[src/rtl/neuron_buffer_pingpong_ctrl.sv]
// neuron_buffer_pingpong_ctrl: ping-pong select and paced read/write addressing for neuron buffers N1/N2
module neuron_buffer_pingpong_ctrl #(
  parameter int A   = 7,
  parameter int LCW = 8
) (
  input  logic           clk,
  input  logic           rst_n,
  input  logic           clear,
  input  logic           layer_start,
  input  logic [A:0]     rd_len,
  input  logic [A:0]     wr_len,
  output logic           rd_valid,
  input  logic           rd_ready,
  output logic [A-1:0]   readBuffAddress,
  input  logic           wr_valid,
  output logic           wr_ready,
  output logic [A-1:0]   writeBuffAddress,
  output logic           swap_sel,
  output logic           busy,
  output logic           layer_done,
  output logic [LCW-1:0] layer_count
);
  typedef enum logic [1:0] {IDLE, RUN, SWAP} state_t;
  localparam logic [A:0] MAX_LEN = {1'b1, {A{1'b0}}};
  state_t         state_q, state_d;
  logic [A:0]     rd_len_q, rd_len_d, wr_len_q, wr_len_d;
  logic [A:0]     rd_cnt_q, rd_cnt_d, wr_cnt_q, wr_cnt_d;
  logic [A-1:0]   rd_addr_q, rd_addr_d, wr_addr_q, wr_addr_d;
  logic           swap_sel_q, swap_sel_d, layer_done_q, layer_done_d;
  logic           rd_valid_q, rd_valid_d, wr_ready_q, wr_ready_d;
  logic [LCW-1:0] layer_count_q, layer_count_d;
  logic           rd_fire, wr_fire;
  assign rd_fire = rd_valid_q & rd_ready;
  assign wr_fire = wr_ready_q & wr_valid;
  always_comb begin
    state_d       = state_q;
    rd_len_d      = rd_len_q;
    wr_len_d      = wr_len_q;
    rd_cnt_d      = rd_cnt_q;
    wr_cnt_d      = wr_cnt_q;
    rd_addr_d     = rd_addr_q;
    wr_addr_d     = wr_addr_q;
    swap_sel_d    = swap_sel_q;
    layer_count_d = layer_count_q;
    case (state_q)
      IDLE: if (layer_start) begin
        rd_len_d  = (rd_len > MAX_LEN) ? MAX_LEN : rd_len;
        wr_len_d  = (wr_len > MAX_LEN) ? MAX_LEN : wr_len;
        rd_cnt_d  = '0;
        wr_cnt_d  = '0;
        rd_addr_d = '0;
        wr_addr_d = '0;
        state_d   = RUN;
      end
      RUN: begin
        rd_cnt_d  = rd_fire ? rd_cnt_q + (A+1)'(1) : rd_cnt_q;
        wr_cnt_d  = wr_fire ? wr_cnt_q + (A+1)'(1) : wr_cnt_q;
        rd_addr_d = rd_fire ? rd_addr_q + A'(1) : rd_addr_q;
        wr_addr_d = wr_fire ? wr_addr_q + A'(1) : wr_addr_q;
        state_d   = (rd_cnt_d == rd_len_q && wr_cnt_d == wr_len_q) ? SWAP : RUN;
      end
      SWAP: begin
        swap_sel_d    = ~swap_sel_q;
        layer_count_d = layer_count_q + LCW'(1);
        state_d       = IDLE;
      end
      default: state_d = IDLE;
    endcase
    if (clear) begin
      state_d       = IDLE;
      rd_cnt_d      = '0;
      wr_cnt_d      = '0;
      rd_addr_d     = '0;
      wr_addr_d     = '0;
      swap_sel_d    = 1'b0;
      layer_count_d = layer_count_q;
    end
    // handshake outputs are registered from next-state values so they never follow inputs combinationally
    rd_valid_d   = (state_d == RUN) && (rd_cnt_d < rd_len_d);
    wr_ready_d   = (state_d == RUN) && (wr_cnt_d < wr_len_d);
    layer_done_d = (state_d == SWAP);
  end
  always_ff @(posedge clk or negedge rst_n) begin
    if (!rst_n) begin
      state_q       <= IDLE;
      rd_len_q      <= '0;
      wr_len_q      <= '0;
      rd_cnt_q      <= '0;
      wr_cnt_q      <= '0;
      rd_addr_q     <= '0;
      wr_addr_q     <= '0;
      swap_sel_q    <= 1'b0;
      layer_done_q  <= 1'b0;
      rd_valid_q    <= 1'b0;
      wr_ready_q    <= 1'b0;
      layer_count_q <= '0;
    end else begin
      state_q       <= state_d;
      rd_len_q      <= rd_len_d;
      wr_len_q      <= wr_len_d;
      rd_cnt_q      <= rd_cnt_d;
      wr_cnt_q      <= wr_cnt_d;
      rd_addr_q     <= rd_addr_d;
      wr_addr_q     <= wr_addr_d;
      swap_sel_q    <= swap_sel_d;
      layer_done_q  <= layer_done_d;
      rd_valid_q    <= rd_valid_d;
      wr_ready_q    <= wr_ready_d;
      layer_count_q <= layer_count_d;
    end
  end
  assign rd_valid         = rd_valid_q;
  assign wr_ready         = wr_ready_q;
  assign readBuffAddress  = rd_addr_q;
  assign writeBuffAddress = wr_addr_q;
  assign swap_sel         = swap_sel_q;
  assign busy             = (state_q != IDLE);
  assign layer_done       = layer_done_q;
  assign layer_count      = layer_count_q;
endmodule

[config.mk]
export PLATFORM = sky130hd
export DESIGN_NAME = neuron_buffer_pingpong_ctrl
export DESIGN_NICKNAME = d
export VERILOG_FILES = /design/src/rtl/neuron_buffer_pingpong_ctrl.sv
export SDC_FILE = /design/constraint.sdc
export NUM_CORES = 1
export LEC_CHECK = 0
export BUFFER_PORTS_ARGS = -buffer_cell sky130_fd_sc_hd__buf_2
export CAP_MARGIN = 0
export CORE_MARGIN = 8
export CORE_UTILIZATION = 63
export DETAILED_ROUTE_END_ITERATION = 10
export HOLD_SLACK_MARGIN = 0.08
export PLACE_DENSITY = 0.94
export SETUP_SLACK_MARGIN = 0.1
export SLEW_MARGIN = 20
export SYNTH_ARGS = -nofsm -noshare
export SYNTH_HDL_FRONTEND = slang
export SYNTH_SLANG_ARGS = --single-unit
[constraint.sdc]
create_clock -name clk -period 4.6 [get_ports clk]
set_input_delay 0 -clock clk [delete_from_list [all_inputs] [get_ports clk]]
set_output_delay 0 -clock clk [all_outputs]
set_load 0.1 [all_outputs]
After elaboration in Yosys (flattened, before gate mapping). Index checks and enable logic that the tools add are counted.

Multiplexer cells: 27. Magnitude comparators: 4. Shifts and indexed selects: 0. Multipliers: 0. Bitwise operators: 4. $add $sub $neg: 5. Reduce and logical (&&, ||, !) cells: 10. Equal/unequal tests: 9. Div/mod/pow operators: 0.

Operator list (number): 8-bit two-way mux (12); 7-bit two-way mux (5); 8-bit one-hot mux with 2 select lines (2); 7-bit one-hot mux with 2 select lines (2); 8-bit by 1-bit adder with 8-bit output (second input constant) (3); 8-bit equality test (2); 8-bit greater-than comparator (second input constant) (2); 8-bit < comparator (2); 7-bit by 1-bit adder with 7-bit output (second input constant) (2); 3-bit != test (second input constant) (3); 2-bit two-way mux (3); 3-bit AND reduction (2); 2-bit by 1-bit equality test with 1-bit output (second input constant) (2); 2-bit equality test (second input constant) (2); 2-bit one-hot mux with 2 select lines (1); 2-bit nonzero test (2); 1-bit logical AND (3); 3-bit nonzero test (1); 1-bit bitwise AND (2); 2-bit zero test (1); 1-bit two-way mux (2); 1-bit inverter (2); 2-bit AND reduction (1).

Memories: 0. Bits in writable memories: 0. Register bits after elaboration: 60. Bits in latches: 0. ROM bits: 0.

Depth between registers and ports, before layout. Gate-level depths: netlist of the first run.

Word-level depth: 9. Mapped depth: 13.

Least setup slack after synthesis of the first run. No wires, ideal clock.

Path kind: register -> register. Start point: register wr_ready_q (netlist: wr_ready). End point: register wr_ready_q (netlist: wr_ready). Stages on the path, launching flop included: 13. Path buffers: 1. Clock period less this slack: 2968 ps. Slack: 1632 ps. Data arrival time: 2891 ps. Cell sequence: dfrtp_1 -> and4_1 -> buf_6 -> nor2b_1 -> nand2_1 -> xor2_1 -> nor2_1 -> ha_1 -> a21o_1 -> a21o_1 -> a211oi_1 -> o31ai_1 -> a21oi_1.

RTL lines: from (decl) (RTL line 30) `logic rd_valid_q, rd_valid_d, wr_ready_q, wr_ready_d;`; from (signal assigned) (RTL line 108) `wr_ready_q <= wr_ready_d;`; 1-bit bitwise AND (RTL line 34) `assign wr_fire = wr_ready_q & wr_valid;`; 8-bit two-way mux (RTL line 57) `wr_cnt_d = wr_fire ? wr_cnt_q + (A+1)'(1) : wr_cnt_q;`; 8-bit one-hot mux with 2 select lines (RTL line 45) `case (state_q)`; 8-bit two-way mux (RTL line 69) `if (clear) begin`; named net wr_cnt_d[5] (RTL line 27) `logic [A:0] rd_cnt_q, rd_cnt_d, wr_cnt_q, wr_cnt_d;`; 8-bit < comparator (RTL line 80) `wr_ready_d = (state_d == RUN) && (wr_cnt_d < wr_len_d);`; 1-bit logical AND (RTL line 80); named net wr_ready_d (RTL line 30).

The timed path passes the listed nets, and every way through them passes these cells. A chain may end at the register's enable or synchronous reset.

Final worst setup path of the first run.
Start point: register state_q[1]. End point: register wr_ready_q (netlist: wr_ready).

Cells in the longest elaborated chain, start to end: 5.

Ends and longest elaborated chain: from (decl) (RTL line 25) `state_t state_q, state_d;`; from (signal assigned) (RTL line 98) `state_q <= state_d;`; 2-bit by 1-bit equality test with 1-bit output or 2-bit zero test (tied branches) (RTL line 45); 8-bit one-hot mux with 2 select lines * (RTL line 45); 8-bit two-way mux * (RTL line 69); named net wr_cnt_d[5] (RTL line 27); 8-bit < comparator * (RTL line 80); 1-bit logical AND * (RTL line 80); named net wr_ready_d (RTL line 30).

The timed path passes the listed nets; every way through them passes the cells marked *.

==> qor.yml, run 1 <==
detailed_routing:
  via_per_inst: 6.07
  drtIter0Drc: 337
  routedWlPerCell_um: 16.9
  vias: 3297
  finalWirelength_mm: 9.20
  postRouteAntennaNets: 0
  drt_pass1_iterations: 7
  drc_errors: 0
setup_path:
  rrSetupSlack_ns: 1.52
  cp_slowest_cell: "nand2b_1"
  timing.rr.start: "state_q[1]$_DFF_PN0_"
  worstSetupPathType: "flop to flop"
  cp-startpoint: "state_q[1]$_DFF_PN0_"
  startpoint_type: "flop"
  cp_common_cell: "a21o_1"
  reg2regPathDepth: 10
  r2r-end: "wr_ready$_DFF_PN0_"
  critical_path.top_delay_family: "simple AND/OR/NAND/NOR gates"
  crit_buf_inv: 1
  crit_fanout: 32
  cp_cell_sequence: "or3b_1, buf_4, nand2b_1, nor2_1, ha_1, a21o_1, a21o_1, a211oi_1, o31ai_1, a21oi_1"
  cp-end-kind: "flop"
  crit_arrival_ns: 3.35
  cpPeakStageDelay_ns: 0.56
  required_ns: 4.87
sta:
  clock_skew_ns: 0.00597
  holdWs_ns: 0.105
  rsz0062_at_grt: "no"
  report.final.slew_viol_count: 0
  worstMarginPinSlew_ns: 0.749
  relSlewSlack: 0.501
  fmax_mhz: 324
  setup_tns_ns: 0
  period_share: 0.670
  hold_viol: 0
  layout_min_cycle_time_ns: 3.08
  final-setup-viol-count: 0
synth:
  synthMuxAreaShare: 0.0282
  synth_top_family_by_area: "simple AND/OR/NAND/NOR gates"
  yosys.area.top_type: "dfrtp_1"
  yosysSeqAreaShare: 0.402
  syn_area_um2: 3730
  synth_top_cell_area_share: 0.402
  synth_area_per_cell_um2: 9.33
  synth_cell_types: 60
  synth_compound_area_frac: 0.150
  synth_most_common_cell: "dfrtp_1"
  yosys-top-cells-area: "dfrtp_1 (40%), ha_1 (6.4%), xnor2_1 (4.5%)"
  synthXorXnorAreaFrac: 0.0892
  synth_ff_type: "dfrtp_1"
  synthCells: 400
  synthAdderAreaFrac: 0.0637
  synth_seq_cells: 60
  synth-async-reset-ratio: 1.00
  syn-num-nets: 441
  synthSimpleGateAreaFrac: 0.226
  yosysWarnings: 0
  synth_common_cells: "dfrtp_1 (60), nand2_1 (38), nor2_1 (28)"
  synth_enable_flop_cells: 0
cts:
  ctsHtreeMaxLevel: 3
  cts_max_path_buffers: 2
  clock_sinks: 60
  cts_buffers: 9
  cts_tree: "done"
  clock_latency_ns: 0.35
  cts_setup_buffers: 0
  clockRootBuffer: "clkbuf_8"
  ctsResizeCount: 0
  clkTransAtPathRegs_ns: 0.07
  ctsHoldBuffers: 18
global_routing:
  track_usage: 0.220
  antenna_found_initial: 0
  grt_pass1_wl_mm: 15.3
  grt_max_degree: 61
  grt.overflow.total: 0
  first_global_vias: 3274
placement:
  dpl.hpwl_mm: 6.43
  io_buffers: 48
  place_congestion: 0.889
floorplan:
  start_util: 0.642
  die_w_um: 93.0
  dieArea_um2: 8640
  ios: 49
  rows: 28
  core-area_um2: 5820
  die_h_um: 93.0
min_path:
  min_from: "wr_len[0]"
  min_path_type: "input port to flop"
  hold_end: "wr_len_q[0]$_DFF_PN0_"
  holdPathStages: 3
power:
  ir_drop_v: 0.000277
  power_density_nw_per_um2: 312
  cellLeakagePower_nw: 2.18
layout:
  diodes: 0
  nFillCells: 410
  fin_nets: 504
  area_delta_synth_final_pct: 18.2
  drive_gt1_frac: 0.169
flow_run:
  maxCapViolations: 0
run_status:
  status: "completed"
==> registers in the layout, summed over array words and instances (netlist names) <==
register and cells:
layer_count 8, layer_done 1, rd_cnt_q 8, rd_len_q 8, rd_valid 1, readBuffAddress 7
state_q 2, swap_sel 1, wr_cnt_q 8, wr_len_q 8, wr_ready 1, writeBuffAddress 7
==> worst register-to-register path, stage by stage, from the launching register on <==
cell      delay [ns]
dfrtp_1         0.44
or3b_1          0.39
buf_4           0.25
nand2b_1        0.56
nor2_1          0.19
ha_1            0.34
a21o_1          0.17
a21o_1          0.18
a211oi_1        0.23
o31ai_1         0.11
a21oi_1         0.15
==> layer usage <==
layer / GRT usage / share of wire / vias to the layer above
li1: - / - / 1531
met1: 0.267 / 0.42 / 1564
met2: 0.360 / 0.48 / 162
met3: 0.0574 / 0.078 / 40
met4: 0.0966 / 0.026 / 0
met5: 0 / 0 / -
==> layout make-up <==
cell class,count,area [um^2],share of cell area
Clock buffer,13,169,0.0383
Clock inverter,3,67.6,0.0153
Inverter,17,63.8,0.0145
Multi-Input combinational cell,307,2080,0.471
Sequential cell,60,1500,0.340
Tap cell,75,93.8,0.0213
Timing Repair Buffer,68,435,0.0987
==> stage by stage <==
| stage | setup WS, ns | power (W) | util | instances | instance area (um^2) |
|---|---|---|---|---|---|
| 5_1_grt | 1.25 | 0.00142 | 0.758 | 543 | 4410 |
| 4_1_cts | 1.51 | 0.00137 | 0.758 | 543 | 4410 |
| 2_1_floorplan | 1.63 | 0.000743 | - | 400 | 3730 |
| 3_3_place_gp | 1.76 | 0.000795 | 0.687 | 509 | 3990 |
| 3_5_place_dp | 1.58 | 0.000805 | 0.687 | 509 | 3990 |
| 6_report | 1.52 | 0.00137 | 0.758 | 543 | 4410 |
==> layout by cell type, fill, tap and decap left out, types with 3 or more instances in the layout <==
| cell | count |
|---|---|
| nor2_1 | 28 |
| o21ai_0 | 20 |
| xor2_1 | 19 |
| nand4_1 | 8 |
| o21a_1 | 13 |
| a21oi_1 | 14 |
| buf_2 | 48 |
| and4_1 | 3 |
| nand2b_1 | 21 |
| dfrtp_1 | 60 |
| a211oi_1 | 4 |
| or3_1 | 5 |
| ha_1 | 19 |
| nand2_1 | 38 |
| nor2b_1 | 8 |
| mux2_2 | 4 |
| and3_1 | 7 |
| nor3_1 | 5 |
| xnor2_1 | 19 |
| nand3_1 | 16 |
| o31ai_1 | 6 |
| inv_1 | 17 |
| dlygate4sd3_1 | 18 |
| a21o_1 | 4 |
| clkbuf_8 | 12 |
| mux2i_1 | 6 |
| or2_2 | 3 |
==> power breakdown <==
group          total [W]  leakage, nW  switching (W)  internal, W
Clock           0.000562        0.116       0.000212     0.000350
Combinational   0.000235         1.24       0.000144    0.0000908
Sequential      0.000578        0.816      0.0000282     0.000550
Total            0.00137         2.18       0.000384     0.000990
==> logic make-up after synthesis <==
group                      count (synthesis)
and+or+nand+nor                          156
AOI/OAI and AO/OA                         84
DFF                                       60
xor gates and xnor gates                  38
buffers and inverters                     33
adders and majority gates                 19
muxes                                     10
==> how the worst max path moves through the flow <==
stage | endpoint | slack (ns) | cells past startpoint
2_1_floorplan | wr_ready$_DFF_PN0_ | 1.63 | 12
3_3_place_gp | wr_ready$_DFF_PN0_ | 1.76 | 10
3_5_place_dp | wr_ready$_DFF_PN0_ | 1.58 | 10
4_1_cts | wr_ready$_DFF_PN0_ | 1.51 | 10
5_1_grt | wr_ready$_DFF_PN0_ | 1.25 | 10
6_report | wr_ready$_DFF_PN0_ | 1.52 | 10
(Power assumes the default switching activity.)
==> inputs of run 2 (changes only) <==
Settings changed: CORE_UTILIZATION 63 to 58, PLACE_DENSITY 0.94 to 0.88.
Clock period 4.6 ns to 3.05 ns, I/O delays scaled along.
==> qor.yml, run 2 (same netlist as run 1, synthesis figures left out) <==
setup_path:
  rrSetupSlack_ns: 0.30
  crit_arrival_ns: 3.00
  r2r-end: "rd_valid$_DFF_PN0_"
  crit_fanout: 11
  cp_slowest_cell: "dfrtp_1"
  worstSetupPathType: "flop to flop"
  required_ns: 3.30
  cp-end-kind: "flop"
  startpoint_type: "flop"
  cp_common_cell: "a21oi_1"
  reg2regPathDepth: 10
  timing.rr.start: "rd_valid$_DFF_PN0_"
  cp_cell_sequence: "nand4_1, or2_1, or3_1, a21oi_1, ha_1, o21ai_0, nand2b_1, a21oi_1, a31oi_1, a211oi_1"
  cpPeakStageDelay_ns: 0.54
placement:
  place_area_um2: 4010
  place_congestion: 0.900
  io_buffers: 48
  dpl.hpwl_mm: 6.49
detailed_routing:
  drc_errors: 0
  via_per_inst: 5.91
  finalWirelength_mm: 8.80
  postRouteAntennaNets: 0
  drtIter0Drc: 333
  routedWlPerCell_um: 16.1
  vias: 3233
  drt_pass1_iterations: 5
global_routing:
  gr-usage-met1: 0.234
  grt_pass1_wl_mm: 14.4
  met2_usage: 0.333
  grt-busiest-layer: "met2"
  first_global_vias: 3172
  grt_use_met3: 0.0320
  grt_max_degree: 34
  grt.overflow.total: 0
  track_usage: 0.201
  antenna_found_initial: 0
sta:
  period_share: 0.902
  fmax_mhz: 364
  final-setup-viol-count: 0
  clock_skew_ns: 0.0104
  relSlewSlack: 0.564
  setup_tns_ns: 0
  worstMarginPinSlew_ns: 0.654
  hold_viol: 0
  rsz0062_at_grt: "no"
  report.final.slew_viol_count: 0
  layout_min_cycle_time_ns: 2.75
floorplan:
  die_w_um: 96.2
  dieArea_um2: 9260
  rows: 29
  start_util: 0.594
  die_h_um: 96.2
  ios: 49
  core-area_um2: 6280
flow_run:
  maxCapViolations: 0
layout:
  multi_input_area_um2: 2080
  fin_nets: 506
  fin_area_um2: 4460
  final_common_cell: "dfrtp_1"
  area_delta_synth_final_pct: 19.7
  drive_gt1_frac: 0.174
  seqCellArea_um2: 1500
  nFillCells: 456
  layout_common_cells: "dfrtp_1 (59), buf_2 (48), nand2_1 (38)"
  diodes: 0
cts:
  cts_max_path_buffers: 2
  ctsResizeCount: 0
  clkTransAtPathRegs_ns: 0.06
  cts_buffers: 9
  clock_latency_ns: 0.35
  clock_sinks: 60
  clockRootBuffer: "clkbuf_8"
  ctsHtreeMaxLevel: 3
  cts_tree: "done"
  cts_setup_buffers: 0
power:
  finalPower_w: 0.00217
  ir_drop_v: 0.000335
  cellLeakagePower_nw: 2.20
  power_density_nw_per_um2: 485
min_path:
  hold_end: "wr_cnt_q[2]$_DFF_PN0_"
  min_from: "wr_valid"
  holdPathStages: 4
  min_path_type: "input port to flop"
run_status:
  status: "completed"
-- run 2: cell type report --
class | count | share of cell area
clock inverter | 3 | 0.0202
timing repair buffer | 70 | 0.101
inverter | 17 | 0.0143
clock buffer | 13 | 0.0401
multi-input combinational | 307 | 0.466
sequential | 60 | 0.337
tap | 77 | 0.0216
-- run 2: how the worst max path moves through the flow --
stage | startpoint | endpoint | slack (ns) | cells after the start
after floorplan | rd_valid$_DFF_PN0_ | rd_valid$_DFF_PN0_ | 0.14 | 11
after global placement | rd_valid$_DFF_PN0_ | rd_valid$_DFF_PN0_ | 0.52 | 10
after detailed placement | rd_valid$_DFF_PN0_ | rd_valid$_DFF_PN0_ | 0.40 | 10
after CTS | rd_valid$_DFF_PN0_ | rd_valid$_DFF_PN0_ | 0.34 | 10
after global routing | rd_valid$_DFF_PN0_ | rd_valid$_DFF_PN0_ | 0.20 | 10
final | rd_valid$_DFF_PN0_ | rd_valid$_DFF_PN0_ | 0.30 | 10
-- run 2: through the flow --
step            util  worst slack (ns)  hold WS, ns  instances
2_1_floorplan      -             0.139       -0.296        400
3_3_place_gp   0.638             0.519       0.0542        512
3_5_place_dp   0.638             0.401       0.0656        512
4_1_cts        0.711             0.345        0.157        547
5_1_grt        0.711             0.201        0.200        547
6_report       0.711             0.300        0.169        547
-- run 2: worst max-delay path, delay by kind of cell, from the launching register on --
family                     cells  cell delay (ns)
and+or+nand+nor                4             1.00
AOI/OAI and AO/OA              5             0.83
DFF                            1             0.54
adders and majority gates      1             0.29
-- run 2: per-layer routing --
metal / vias to the layer above / share of wire
met4: 0 / 0.036
met3: 32 / 0.064
met1: 1547 / 0.42
met5: - / 0
met2: 119 / 0.48
li1: 1535 / -
-- run 2: repair_timing --
| action | CTS | global route |
|---|---|---|
| endpoints found under the hold margin | 47 | 0 |
| hold buffers | 19 | 0 |
| setup endpoints to repair | 0 | 0 |
-- run 2: report_power, final --
group	switching, W	total, W	leakage [nW]	internal (W)
registers	0.0000412	0.000870	0.815	0.000829
logic	0.000218	0.000357	1.25	0.000139
clock network	0.000308	0.000940	0.136	0.000632
total	0.000567	0.00217	2.20	0.00160
